## src/rtl/lc4_multiplier_seq.sv

```systemverilog
`timescale 1ns/1ps
`default_nettype none
// ============================================================================
// Module   : lc4_multiplier_seq
// Purpose  : Iterative unsigned shift-add multiplier for the LC4 ALU. Retires
//            one multiplier bit per cycle and produces a 2*WIDTH-bit product.
//            Uses a start/ready/valid handshake so the pipeline can stall on
//            MUL instead of carrying a deep combinational array.
// Ports    : clk            - system clock, rising edge
//            rst_n          - asynchronous active-low reset
//            i_start        - request, accepted when o_ready=1
//            i_multiplicand - operand A, captured on accept
//            i_multiplier   - operand B, captured on accept
//            o_ready        - high in IDLE and DONE
//            o_valid        - one-cycle pulse in DONE
//            o_product_lo   - product bits [WIDTH-1:0]   (LC4 MUL result)
//            o_product_hi   - product bits [2*WIDTH-1:WIDTH]
// Revision : 1.0 - initial release
// ============================================================================
module lc4_multiplier_seq #(
  parameter int WIDTH = 16
) (
  input  logic             clk,
  input  logic             rst_n,
  input  logic             i_start,
  input  logic [WIDTH-1:0] i_multiplicand,
  input  logic [WIDTH-1:0] i_multiplier,
  output logic             o_ready,
  output logic             o_valid,
  output logic [WIDTH-1:0] o_product_lo,
  output logic [WIDTH-1:0] o_product_hi
);

  localparam int CNT_W = $clog2(WIDTH) + 1;

  typedef enum logic [1:0] {
    ST_IDLE = 2'd0,
    ST_RUN  = 2'd1,
    ST_DONE = 2'd2
  } state_e;

  state_e             state_q,   state_d;
  logic [WIDTH-1:0]   acc_hi_q,  acc_hi_d;
  logic [WIDTH-1:0]   acc_lo_q,  acc_lo_d;
  logic [WIDTH-1:0]   mcand_q,   mcand_d;
  logic [CNT_W-1:0]   cnt_q,     cnt_d;
  logic [WIDTH-1:0]   prod_lo_q, prod_lo_d;
  logic [WIDTH-1:0]   prod_hi_q, prod_hi_d;

  // One shift-add step. The WIDTH+1-bit sum keeps the carry so that the
  // right shift moves it into acc_hi[WIDTH-1]; acc_lo shifts in sum[0] while
  // its LSB (the multiplier bit just consumed) falls off.
  logic [WIDTH:0]     sum;
  logic [WIDTH-1:0]   step_hi;
  logic [WIDTH-1:0]   step_lo;

  always_comb begin
    if (acc_lo_q[0]) begin
      sum = {1'b0, acc_hi_q} + {1'b0, mcand_q};
    end else begin
      sum = {1'b0, acc_hi_q};
    end
    step_hi = sum[WIDTH:1];
    step_lo = {sum[0], acc_lo_q[WIDTH-1:1]};
  end

  always_comb begin
    state_d   = state_q;
    acc_hi_d  = acc_hi_q;
    acc_lo_d  = acc_lo_q;
    mcand_d   = mcand_q;
    cnt_d     = cnt_q;
    prod_lo_d = prod_lo_q;
    prod_hi_d = prod_hi_q;

    case (state_q)
      ST_IDLE, ST_DONE: begin
        if (i_start) begin
          // Accept from DONE goes straight to RUN, giving back-to-back
          // throughput of one result every WIDTH+1 cycles.
          mcand_d  = i_multiplicand;
          acc_hi_d = '0;
          acc_lo_d = i_multiplier;
          cnt_d    = CNT_W'(WIDTH);
          state_d  = ST_RUN;
        end else begin
          state_d  = ST_IDLE;
        end
      end
      ST_RUN: begin
        acc_hi_d = step_hi;
        acc_lo_d = step_lo;
        cnt_d    = cnt_q - CNT_W'(1);
        if (cnt_q == CNT_W'(1)) begin
          // Product registers load only here, so they hold across a
          // back-to-back restart that reloads the accumulator.
          prod_hi_d = step_hi;
          prod_lo_d = step_lo;
          state_d   = ST_DONE;
        end
      end
      default: begin
        state_d = ST_IDLE;
      end
    endcase
  end

  always_ff @(posedge clk or negedge rst_n) begin
    if (!rst_n) begin
      state_q   <= ST_IDLE;
      acc_hi_q  <= '0;
      acc_lo_q  <= '0;
      mcand_q   <= '0;
      cnt_q     <= '0;
      prod_lo_q <= '0;
      prod_hi_q <= '0;
    end else begin
      state_q   <= state_d;
      acc_hi_q  <= acc_hi_d;
      acc_lo_q  <= acc_lo_d;
      mcand_q   <= mcand_d;
      cnt_q     <= cnt_d;
      prod_lo_q <= prod_lo_d;
      prod_hi_q <= prod_hi_d;
    end
  end

  assign o_ready      = (state_q != ST_RUN);
  assign o_valid      = (state_q == ST_DONE);
  assign o_product_lo = prod_lo_q;
  assign o_product_hi = prod_hi_q;

endmodule
`default_nettype wire
```

## config.mk

```make
export PLATFORM = sky130hd
export DESIGN_NAME = lc4_multiplier_seq
export DESIGN_NICKNAME = d
export VERILOG_FILES = /design/src/rtl/lc4_multiplier_seq.sv
export SDC_FILE = /design/constraint.sdc
export NUM_CORES = 1
export LEC_CHECK = 0
export CORE_ASPECT_RATIO = 0.6
export CORE_MARGIN = 2
export CORE_UTILIZATION = 54
export CTS_CLUSTER_DIAMETER = 120
export CTS_CLUSTER_SIZE = 25
export DETAILED_ROUTE_END_ITERATION = 10
export PLACE_DENSITY = 0.85
export SYNTH_ARGS = -nofsm -noshare
export SYNTH_HDL_FRONTEND = slang
export SYNTH_SLANG_ARGS = --single-unit
```

## constraint.sdc

```tcl
create_clock -name clk -period 3 [get_ports clk]
set_input_delay 0.6 -clock clk [delete_from_list [all_inputs] [get_ports clk]]
set_output_delay 0.6 -clock clk [all_outputs]
set_load 0.01 [all_outputs]
```

# Word-level counts from Yosys, hierarchy flattened
# Index checks and enable logic that the tools add are counted.
# word_totals
register_bits	87
out_inout_bits	34
word_cells	31
# classes
addsub	2
eq_ne	6
muxes	10
n_reduce_logical	6
# op_table
operator	n
$pmux 16 s2	2
$mux 16	2
$add 16x16->17	1
$mux 17	1
$pmux 5 s2	1
$reduce_and 2->1	3
$eq 5x1->1 const B	1
$mux 5	1
$sub 5x1->5 const B	1
$ne 2x2->1 const B	2
$pmux 2 s2	1
$eq 2x1->1 const B	1
$eq 2x2->1 const B	1
$logic_not 2->1	1
$mux 2	1
$ne 2x1->1 const B	1
$reduce_bool 2->1	1
$reduce_or 2->1	1
$mux 1	1

# Logic depth before layout (Yosys ltp)
# Gate-level depths: netlist of run 1.
# depth
word_depth	4
mapped_depth	9

# Worst setup path after synthesis of run 1
# Ideal clock, no wire load.
# synth_path
path_type	register to register
start	register acc_hi_q[0]
end	register prod_hi_q[13] (netlist: o_product_hi[13])
setup_time_ns	0.099
arrival_ns	2.179
setup_slack_ns	0.722
path_stages_with_launch	9
n_path_buf	0
period_less_slack_ns	2.278
cell_sequence	dfrtp_1 ha_1 fa_1 a211oi_1 o211ai_2 a41oi_2 o31ai_2 xnor2_1 a311oi_1
# synth_between
elab_chain_cells	2
# synth_rtl
element	line_no	rtl
start, declared	43	logic [WIDTH-1:0] acc_hi_q, acc_hi_d;
start signal, assigned	119	acc_hi_q <= acc_hi_d;
$add 16x16->17	59	sum = {1'b0, acc_hi_q} + {1'b0, mcand_q};
$mux 17	58	if (acc_lo_q[0]) begin
end signal, assigned	124	prod_hi_q <= prod_hi_d;
end, declared	48	logic [WIDTH-1:0] prod_hi_q, prod_hi_d;
# Every way passes these cells.
# A chain may end at the register's enable or synchronous reset.

# Worst setup path in the final report of run 1
# Ends and elaborated chain as after synthesis.

==> metrics.md, run 1 <==
| Metric | Value |
|---|---|
| Port buffer count | roughly 70 |
| Total wire length | between 10000 and 15000 µm |
| Initial Util | a little under three fifths |
| Synthesized cell area | roughly 4500 µm² |
| DRT iter0 DRCs | 426 |
| Seq cells post-synth | between 80 and 90 |
| Most common cell after layout, fill and taps aside | nand2_1 |
| Post-CTS Setup Bufs | 0 |
| Final Max Slew Viols | 0 |
| Syn_nets | 550 |
| Initial antenna violation count | 0 |
| CTS Hold Bufs | 0 |
| Setup tns final | 0 ns |
| Bufs on Longest Clock Path | 2 |
| GPL Wtd Cong | ~0.88 |
| All-Layer GR Usage | a little over a quarter |
| Total Power | between 6 and 7 mW |
| VDD IR max | approximately 0.46 mV |
| CORE AREA | between 7000 and 8000 µm² |
| Global-route wire length before repair | between 15000 and 20000 µm |
| Final net count | just over 600 |
| RSZ-0062 raised after global routing | no |
| Setup CP Type | reg -> reg |
| CP max stage delay | approximately 0.45 ns |
| Placed cells | ~650 |
| Post-synth EDFFs | 0 |
| CP Data Arrival Time | slightly below 3 ns |
| Min-Delay Path Class | in -> async |
| Async set-or-reset flop fraction in the synthesized netlist | 100% |
| CP max stage cell | fa_1 |
| Max-Cap Viols | 0 |
| Final-report hold violation count | 0 |
| Worst-Margin Slew | about 1.1 ns |
| Clk slew on worst S/H paths | approximately 0.06 ns |
| CTS root buf | clkbuf_16 |
| CP Cell Sequence | ha_1 -> fa_1 -> a211oi_1 -> o211ai_2 -> a41oi_2 -> o31ai_2 -> xnor2_1 -> a311oi_1 |
| Pwr per Cell Area | roughly 1200 nW/µm² |
| Cell count after synthesis | roughly 500 |
| Netlist cell types | 56 |
| Primary FF master, synth | dfrtp_1 |
| Final setup fails | 0 |
| Post-DRT Antenna Nets | 0 |
| Die width | roughly 120 µm |
| Dpl hpwl | ~7700 µm |
| R2r startpoint | acc_hi_q[0]$_DFFE_PN0P_ |
| CP Capture Type | flip-flop |
| Worst reg-to-reg path cell count | 8 |
| Ant diodes | 0 |
| Max Clock Skew | ~0.0065 ns |
| Final worst path period need | approximately 2.7 ns |
| Crit start category | flip-flop |
| I/O pin count | 69 |
| Final period util | between 90% and 100% |
| Die Span Y | about 75 µm |
| Seq/Total Area, Yosys | 48.6% |
| Area growth, synth to finish | 25.1% |
| Synth Area per Inst | 9.03 µm² |
| Die area | a little over 9000 µm² |
| Vias per Instance | slightly below 6 |
| Crit path required time | around 3.2 ns |
| WP buf/inv | 0 |
| Run status | finished clean |
| DRC viols | 0 |
| Number of global-route vias before repair | 3751 |
| P_leak | approximately 2.6 nW |
| Clock Sinks | 87 |
| R2R Setup Slk | about 0.29 ns |
| Htree depth | 3 |
| Routed WL per cell | between 15 and 20 µm |
| CTS tree | done |
| Rows | 25 |
| Via Count | approximately 3900 |
| CTS Buf Count | 9 |
| Yosys warns | 0 |
| Share of layout cells above drive strength 1 | 7.66% |
| Largest net degree at the start of global routing | 51 |
| Worst slew margin | a little over a quarter |
| CP max FO | 3 |
| Worst-Skew Late Latency | 0.34 ns |
| CP top delay family | compound AO/OA/AOI/OAI gates |
| DR pass1 iterations | 5 |
| Peak Freq | ~370 MHz |
| FF-to-FF End | o_product_hi[13]$_DFFE_PN0P_ |
| Most frequent cells in the layout | nand2_1, dfrtp_1, clkdlybuf4s50_1 |
| Gates resized, CTS repair | 0 |
| Total gr overflow | 0 |
| Final std cells w/o fill | between 600 and 700 |
-- cell usage after synthesis (2+ instances only) --
| library cell | number | area share, % |
|---|---|---|
| nand2_1 | 153 | 13 |
| or3_1 | 2 | 0.28 |
| nand4_1 | 3 | 0.42 |
| a22oi_1 | 16 | 2.7 |
| nor3b_1 | 6 | 1.0 |
| ha_1 | 18 | 5.0 |
| clkbuf_1 | 19 | 1.6 |
| o21bai_1 | 2 | 0.34 |
| o21ai_1 | 5 | 0.56 |
| nor3_1 | 8 | 0.89 |
| or2_2 | 2 | 0.28 |
| o21a_1 | 3 | 0.50 |
| nor2_1 | 21 | 1.8 |
| a21oi_2 | 3 | 0.59 |
| a21oi_1 | 15 | 1.7 |
| a21o_1 | 6 | 1.0 |
| dfrtp_1 | 87 | 49 |
| xnor2_1 | 8 | 1.6 |
| a211o_1 | 2 | 0.39 |
| nor2b_1 | 5 | 0.70 |
| buf_2 | 3 | 0.34 |
| buf_1 | 5 | 0.42 |
| mux2i_1 | 10 | 2.2 |
| a211oi_1 | 4 | 0.67 |
| o31ai_1 | 3 | 0.50 |
| o21ai_0 | 30 | 3.4 |
| nand4b_1 | 3 | 0.59 |
| inv_1 | 8 | 0.67 |
| a311oi_1 | 2 | 0.39 |
| o211ai_1 | 2 | 0.34 |
| nand3_1 | 11 | 1.2 |
| a31oi_1 | 6 | 0.84 |
| nand2b_1 | 2 | 0.28 |
-- cell type report --
cell class	count	area, µm²
timing repair buffer	78	766
clock inverter	5	86.3
sequential	87	2180
fill	608	2340
multi-input combinational	371	2150
tap	108	135
inverter	9	33.8
clock buffer	11	253
-- logic make-up (layout without fill, tap and decap cells) --
family	Yosys count	after routing	share of synthesized area, %
simple gates	221	221	21.1
fa+ha+maj	19	19	5.48
buf+inv	38	103	3.46
mux	11	11	2.49
compound gates	111	111	17.1
xor+xnor	9	9	1.76
flops	87	87	48.6
-- per-stage QoR --
step / instance area [µm²] / util (%) / worst slack, ns / hold slack [ns]
6_report: 5600 / 70.5 / 0.291 / 0.288
5_1_grt: 5600 / 70.5 / 0.126 / 0.328
4_1_cts: 5600 / 70.5 / 0.320 / 0.310
3_5_place_dp: 5270 / 66.3 / 0.367 / 0.462
3_3_place_gp: 5270 / 66.3 / 0.528 / 0.459
2_1_floorplan: 4480 / - / 0.722 / 0.304
-- layer usage --
layer / up-vias / track usage, % / share of wire, % / wire length (µm)
met5: - / 0 / 0 / 0
met4: 0 / 6.90 / 0.78 / 89
met3: 13 / 7.21 / 8.0 / 909
met2: 169 / 41.6 / 44 / 5030
met1: 1841 / 38.2 / 47 / 5320
li1: 1838 / - / - / -
-- worst max path at each step --
stage | start | end | cells after the start
4_1_cts | acc_hi_q[0]$_DFFE_PN0P_ | o_product_hi[13]$_DFFE_PN0P_ | 8
5_1_grt | acc_hi_q[0]$_DFFE_PN0P_ | o_product_hi[13]$_DFFE_PN0P_ | 8
3_5_place_dp | acc_hi_q[0]$_DFFE_PN0P_ | o_product_hi[13]$_DFFE_PN0P_ | 8
2_1_floorplan | acc_hi_q[0]$_DFFE_PN0P_ | o_product_hi[13]$_DFFE_PN0P_ | 8
6_report | acc_hi_q[0]$_DFFE_PN0P_ | o_product_hi[13]$_DFFE_PN0P_ | 8
3_3_place_gp | acc_hi_q[0]$_DFFE_PN0P_ | o_product_hi[13]$_DFFE_PN0P_ | 8
-- state kept, by name (all words and copies together) (netlist names) --
register	count
acc_hi_q	16
acc_lo_q	16
cnt_q	5
mcand_q	16
o_product_hi	16
o_product_lo	16
state_q	2
-- worst register-to-register path: cells and delay by family, from the launching register on --
family                     cells  cell delay (ns)
DFF                            1             0.42
xor gates and xnor gates       1             0.16
adders and majority gates      2             0.73
AOI/OAI and AO/OA              5             1.30
-- where the power goes --
part	internal, mW	switching (mW)
Sequential	1.73	0.494
Combinational	1.46	1.83
Clock	0.782	0.458
Total	3.97	2.78
(Power assumes the default switching activity.)
==> run 2, diff against run 1 <==
--- a/config.mk
+++ b/config.mk
@@ -5,6 +5,7 @@
 export SDC_FILE = /design/constraint.sdc
 export NUM_CORES = 1
 export LEC_CHECK = 0
+export ABC_AREA = 1
 export CORE_ASPECT_RATIO = 0.6
 export CORE_MARGIN = 2
 export CORE_UTILIZATION = 54
@@ -12,6 +13,8 @@
 export CTS_CLUSTER_SIZE = 25
 export DETAILED_ROUTE_END_ITERATION = 10
 export PLACE_DENSITY = 0.85
+export REMOVE_ABC_BUFFERS = 1
+export SKIP_LAST_GASP = 1
 export SYNTH_ARGS = -nofsm -noshare
 export SYNTH_HDL_FRONTEND = slang
 export SYNTH_SLANG_ARGS = --single-unit
==> run 2 against run 1 <==
  * Combinational power up 18%
  * Worst setup slack better by 0.084 ns
  * Flip-flop and latch count unchanged
  * Global-route usage shrank 0.062 points
  * Critical path depth is 4 lower
  * Clock power barely moved
  * Routed wire length decreased by 1.9%
  * Highest routed layer unchanged
==> metrics.md, run 2 <==
| Metric | Value |
|---|---|
| R2R Setup Slk | between 0.7 and 0.8 ns |
| R2r startpoint | state_q[0]$_DFFE_PN0P_ |
| CTS tree | done |
| Largest area contributor in the netlist | dfrtp_1 |
| CTS root buf | clkbuf_16 |
| Main combinational cell family by area after synthesis | simple AND/OR/NAND/NOR gates |
| Max Clock Skew | 0.00943 ns |
| Share of layout cells above drive strength 1 | 9.32% |
| Most frequent cells in the layout | nand2_1, dfrtp_1, clkdlybuf4s50_1 |
| Initial antenna violation count | 0 |
| Post-Synth XOR/XNOR Area | 0.771% |
| Synth Area in Compound Gates | between 8 and 9% |
| Gates resized, CTS repair | 0 |
| Global-route wire length before repair | roughly 19000 µm |
| Cell with the most instances after synthesis | nand2_1 |
| Setup tns final | 0 ns |
| Clock share of power | ~17% |
| RSZ-0062 raised after global routing | no |
| Worst-Margin Slew | approximately 1.1 ns |
| Worst reg-to-reg path cell count | 8 |
| Worst-Skew Late Latency | 0.35 ns |
| DRT iter0 DRCs | around 280 |
| CORE AREA | about 8000 µm² |
| CP Data Arrival Time | 2.03 ns |
| P_int | 4.12 mW |
| Synthesized cell area | approximately 4500 µm² |
| Crit path required time | 2.40 ns |
| Peak Freq | 381 MHz |
| Post-DRT Antenna Nets | 0 |
| Port buffer count | 68 |
| Initial Util | between 50 and 60% |
| Netlist cell types | 38 |
| Die area | approximately 9200 µm² |
| Total gr overflow | 0 |
| Primary FF master, synth | dfrtp_1 |
| Routed WL per cell | about 16 µm |
| Rows | 25 |
| P_leak | 2.75 nW |
| Die Span Y | approximately 75 µm |
| Htree depth | 3 |
| Comb power frac | 53.2% |
| Most area-consuming cells after synthesis | dfrtp_1, nand2_1, nand3_1, inv_1, ha_1 |
| Largest net degree at the start of global routing | 88 |
| All-Layer GR Usage | a little over a quarter |
| Final setup fails | 0 |
| Worst slew margin | between 20% and 30% |
| Post-CTS Setup Bufs | 0 |
| Sw Ratio | about 43% |
| VDD IR max | around 0.54 mV |
| Via Count | between 3000 and 4000 |
| Crit start category | flip-flop |
| DR pass1 iterations | 6 |
| Final-report hold violation count | 0 |
| Final net count | 650 |
| Min-Delay Path Class | in -> async |
| Mux cell area share after synthesis | under 10% |
| Number of global-route vias before repair | 3762 |
| CTS Buf Count | 9 |
| Die width | ~120 µm |
| Clock Sinks | between 80 and 90 |
| Final worst path period need | approximately 2.6 ns |
| Final period util | just under 90% |
| CP max FO | 18 |
| Post-synth EDFFs | 0 |
| Area growth, synth to finish | 22.9% |
| FF-to-FF End | acc_hi_q[5]$_DFFE_PN0P_ |
| CTS Hold Bufs | 0 |
| Final Max Slew Viols | 0 |
| GPL Wtd Cong | about 0.83 |
| Layout Utilization | 69.7% |
| I/O pin count | 69 |
| Clk slew on worst S/H paths | roughly 0.07 ns |
| Bufs on Longest Clock Path | 2 |
| Max-Cap Viols | 0 |
| Pwr per Cell Area | between 1000 and 1500 nW/µm² |
| DRC viols | 0 |
| Total wire length | 11100 µm |
| Synth Area per Inst | about 8.5 µm² |
| Adder-Cell Fraction of Synth Area | between 5 and 6% |
| Most common cell after layout, fill and taps aside | nand2_1 |
| CP Capture Type | output pin |
| Cell count after synthesis | ~530 |
| Simple-Gate Fraction of Synth Area | 24.3% |
| Dpl hpwl | 7850 µm |
| Yosys warns | 0 |
| Psw | 3.16 mW |
| Setup CP Type | reg -> out |
| Seq cells post-synth | slightly below 90 |
| Synth top cells by count | nand2_1, dfrtp_1, inv_1, nand3_1, o21ai_1 |
| Seq/Total Area, Yosys | 47.9% |
| Seq pwr share | 30.2% |
| Async set-or-reset flop fraction in the synthesized netlist | between 90% and 100% |
| Vias per Instance | between 5 and 6 |
| Ant diodes | 0 |
| Post-synth top area share | ~48% |
| Run status | finished clean |
run 2: critical path, cell delays in order, from the launching register on:
cell             delay, ns
dfrtp_1               0.39
inv_2                 0.25
nor2_4                0.15
inv_2                 0.27
clkdlybuf4s50_1       0.61
run 2: per-stage QoR:
step                      hold slack, ns  setup slack [ns]  cell area (µm²)  power, mW  cells
after global placement             0.466             0.812             5260       5.77    693
after detailed placement           0.466             0.713             5260       5.98    693
after global routing               0.508             0.278             5580       7.88    709
final                              0.460             0.375             5580       7.28    709
after floorplan                    0.304              1.20             4420       4.68    513
after CTS                          0.492             0.387             5580       7.25    709
run 2: cell type report:
class / count / area (µm²)
timing repair buffer: 72 / 708
clock buffer: 9 / 225
fill: 653 / 2430
sequential: 87 / 2180
tap: 108 / 135
clock inverter: 7 / 96.3
multi-input combinational: 357 / 1980
inverter: 69 / 260
run 2: how the worst max path moves through the flow:
| stage | endpoint | start |
|---|---|---|
| global route | o_ready | state_q[0]$_DFFE_PN0P_ |
| detailed placement | acc_hi_q[4]$_DFFE_PN0P_ | i_start |
| floorplan | acc_hi_q[2]$_DFFE_PN0P_ | state_q[0]$_DFFE_PN0P_ |
| CTS | o_ready | state_q[0]$_DFFE_PN0P_ |
| finish | o_ready | state_q[0]$_DFFE_PN0P_ |
| global placement | acc_hi_q[4]$_DFFE_PN0P_ | i_start |
run 2: kinds of logic (layout without fill, tap and decap cells):
logic type | Yosys count | count (layout)
XOR/XNOR | 4 | 4
flip-flops | 87 | 87
AO/OA/AOI/OAI | 68 | 68
buffers and inverters | 89 | 157
multiplexers | 17 | 17
adder cells (fa/ha/maj) | 19 | 19
AND/OR/NAND/NOR | 249 | 249
run 2: layer usage:
metal	GRT usage (%)	wire length [µm]	part of all wire [%]
met2	44.0	5120	46
met4	8.43	150	1.3
met1	36.2	5180	46
met5	0	0	0
met3	5.91	686	6.2
run 2: power by group through the flow:
stage / Combinational, mW / Clock (mW) / Sequential, mW
2_1_floorplan: 2.49 / 0 / 2.20
3_3_place_gp: 3.60 / 0 / 2.17
3_5_place_dp: 3.78 / 0 / 2.20
4_1_cts: 3.83 / 1.22 / 2.19
5_1_grt: 4.34 / 1.27 / 2.27
6_report: 3.88 / 1.21 / 2.20
==> run 3, diff against run 2 <==
==> constraint.sdc (replaced) <==
create_clock -name clk -period 3 [get_ports clk]
set_input_delay 0.6 -clock clk [delete_from_list [all_inputs] [get_ports clk]]
set_output_delay 0.6 -clock clk [all_outputs]
set_load 0.05 [all_outputs]
==> run 3 against run 2 <==
  * Via count is 0.72% higher
  * Final area is 0.43% lower
  * Worst hold slack worse by 0.14 ns
  * Highest routed layer unchanged
  * Critical endpoint unchanged
==> metrics.md, run 3 (synthesized netlist as in run 2, its figures left out) <==
| Metric | Value |
|---|---|
| Worst reg-to-reg path cell count | 8 |
| Setup tns final | 0 ns |
| Worst-Skew Late Latency | ~0.35 ns |
| R2R Setup Slk | approximately 0.9 ns |
| Die Span Y | approximately 75 µm |
| FF-to-FF End | acc_hi_q[3]$_DFFE_PN0P_ |
| R2r startpoint | state_q[0]$_DFFE_PN0P_ |
| Crit start category | flip-flop |
| Final-report hold violation count | 0 |
| Vias per Instance | around 5.5 |
| Final setup fails | 0 |
| Ant diodes | 0 |
| GPL Wtd Cong | about 0.88 |
| All-Layer GR Usage | a little over a quarter |
| Final period util | ~88% |
| Final Max Slew Viols | 0 |
| Most common cell after layout, fill and taps aside | nand2_1 |
| Peak Freq | between 300 and 400 MHz |
| Number of fill cells | just over 600 |
| Global-route wire length before repair | ~18000 µm |
| CP max FO | 18 |
| Most frequent cells in the layout | nand2_1, dfrtp_1, clkdlybuf4s50_1 |
| DRT iter0 DRCs | a little under 300 |
| Share of layout cells above drive strength 1 | slightly above 9% |
| Initial Util | a little under three fifths |
| Htree depth | 3 |
| Via Count | 3921 |
| Initial antenna violation count | 0 |
| CP Data Arrival Time | 2.04 ns |
| Worst-Margin Slew | ~1.1 ns |
| Post-DRT Antenna Nets | 0 |
| Setup CP Type | reg -> out |
| Total wire length | between 10000 and 15000 µm |
| Dpl hpwl | 7970 µm |
| Port buffer count | 68 |
| Sequential Area | about 2200 µm² |
| Bufs on Longest Clock Path | 2 |
| Gates resized, CTS repair | 0 |
| Number of global-route vias before repair | between 3000 and 4000 |
| I/O pin count | just under 70 |
| Final worst path period need | between 2 and 3 ns |
| CTS root buf | clkbuf_16 |
| Rows | 25 |
| Multi-input gate area | 1980 µm² |
| Clk slew on worst S/H paths | 0.06 ns |
| Post-CTS Setup Bufs | 0 |
| Crit path from | state_q[0]$_DFFE_PN0P_ |
| CTS Buf Count | 9 |
| Die width | about 120 µm |
| Die area | between 9000 and 10000 µm² |
| RSZ-0062 raised after global routing | no |
| CORE AREA | ~8000 µm² |
| Area growth, synth to finish | 22.3% |
| CTS tree | done |
| Min-Delay Path Class | in -> async |
| Run status | finished clean |
| Routed WL per cell | ~16 µm |
| Clock Sinks | 87 |
| CTS Hold Bufs | 0 |
| Crit path required time | between 2 and 2.5 ns |
| Worst slew margin | 26.6% |
| Max-Cap Viols | 0 |
| CP Capture Type | output pin |
| Final net count | around 650 |
| DR pass1 iterations | 5 |
| DRC viols | 0 |
| Largest net degree at the start of global routing | just under 60 |
| Total gr overflow | 0 |
| Max Clock Skew | ~0.0087 ns |
-- run 3: worst max path at each step --
stage | endpoint | cells past startpoint
6_report | o_ready | 4
5_1_grt | o_ready | 4
4_1_cts | o_ready | 4
3_5_place_dp | acc_hi_q[3]$_DFFE_PN0P_ | 7
3_3_place_gp | o_ready | 4
2_1_floorplan | acc_hi_q[2]$_DFFE_PN0P_ | 6
-- run 3: layer usage --
layer | part of all wire [%] | routed length [µm] | vias up | global-route usage (%)
met4 | 1.4 | 160 | 0 | 8.30
met5 | 0 | 0 | - | 0
met2 | 45 | 4940 | 172 | 42.2
met1 | 46 | 5140 | 1867 | 35.7
met3 | 7.4 | 821 | 15 | 6.59
li1 | - | - | 1867 | -
-- run 3: final cells by class --
type                            instances  area share [%]
Sequential cell                        87            39.2
Multi-Input combinational cell        357            35.6
Timing Repair Buffer                   73            13.1
Clock buffer                           13            4.68
Inverter                               69            4.68
Tap cell                              108            2.43
Clock inverter                          3           0.315
-- run 3: stage by stage --
stage	setup WS (ns)	instance area [µm²]	hold WS [ns]	instances	util, %
floorplan	1.19	4420	0.304	513	-
global placement	0.761	5280	0.465	694	65.9
detailed placement	0.713	5280	0.465	694	65.9
CTS	0.364	5560	0.353	710	69.4
global route	0.282	5560	0.399	710	69.4
finish	0.357	5560	0.324	710	69.4
-- run 3: critical path, cell delays in order (launching register included) --
cell and delay, ns:
dfrtp_1 0.38, inv_2 0.24, nor2_4 0.14, inv_2 0.11, clkdlybuf4s50_1 0.82
Power of run 3 is left out: the tool's default activity adds up to more than one toggle a clock period on the data nets, which glitch-free logic cannot reach.
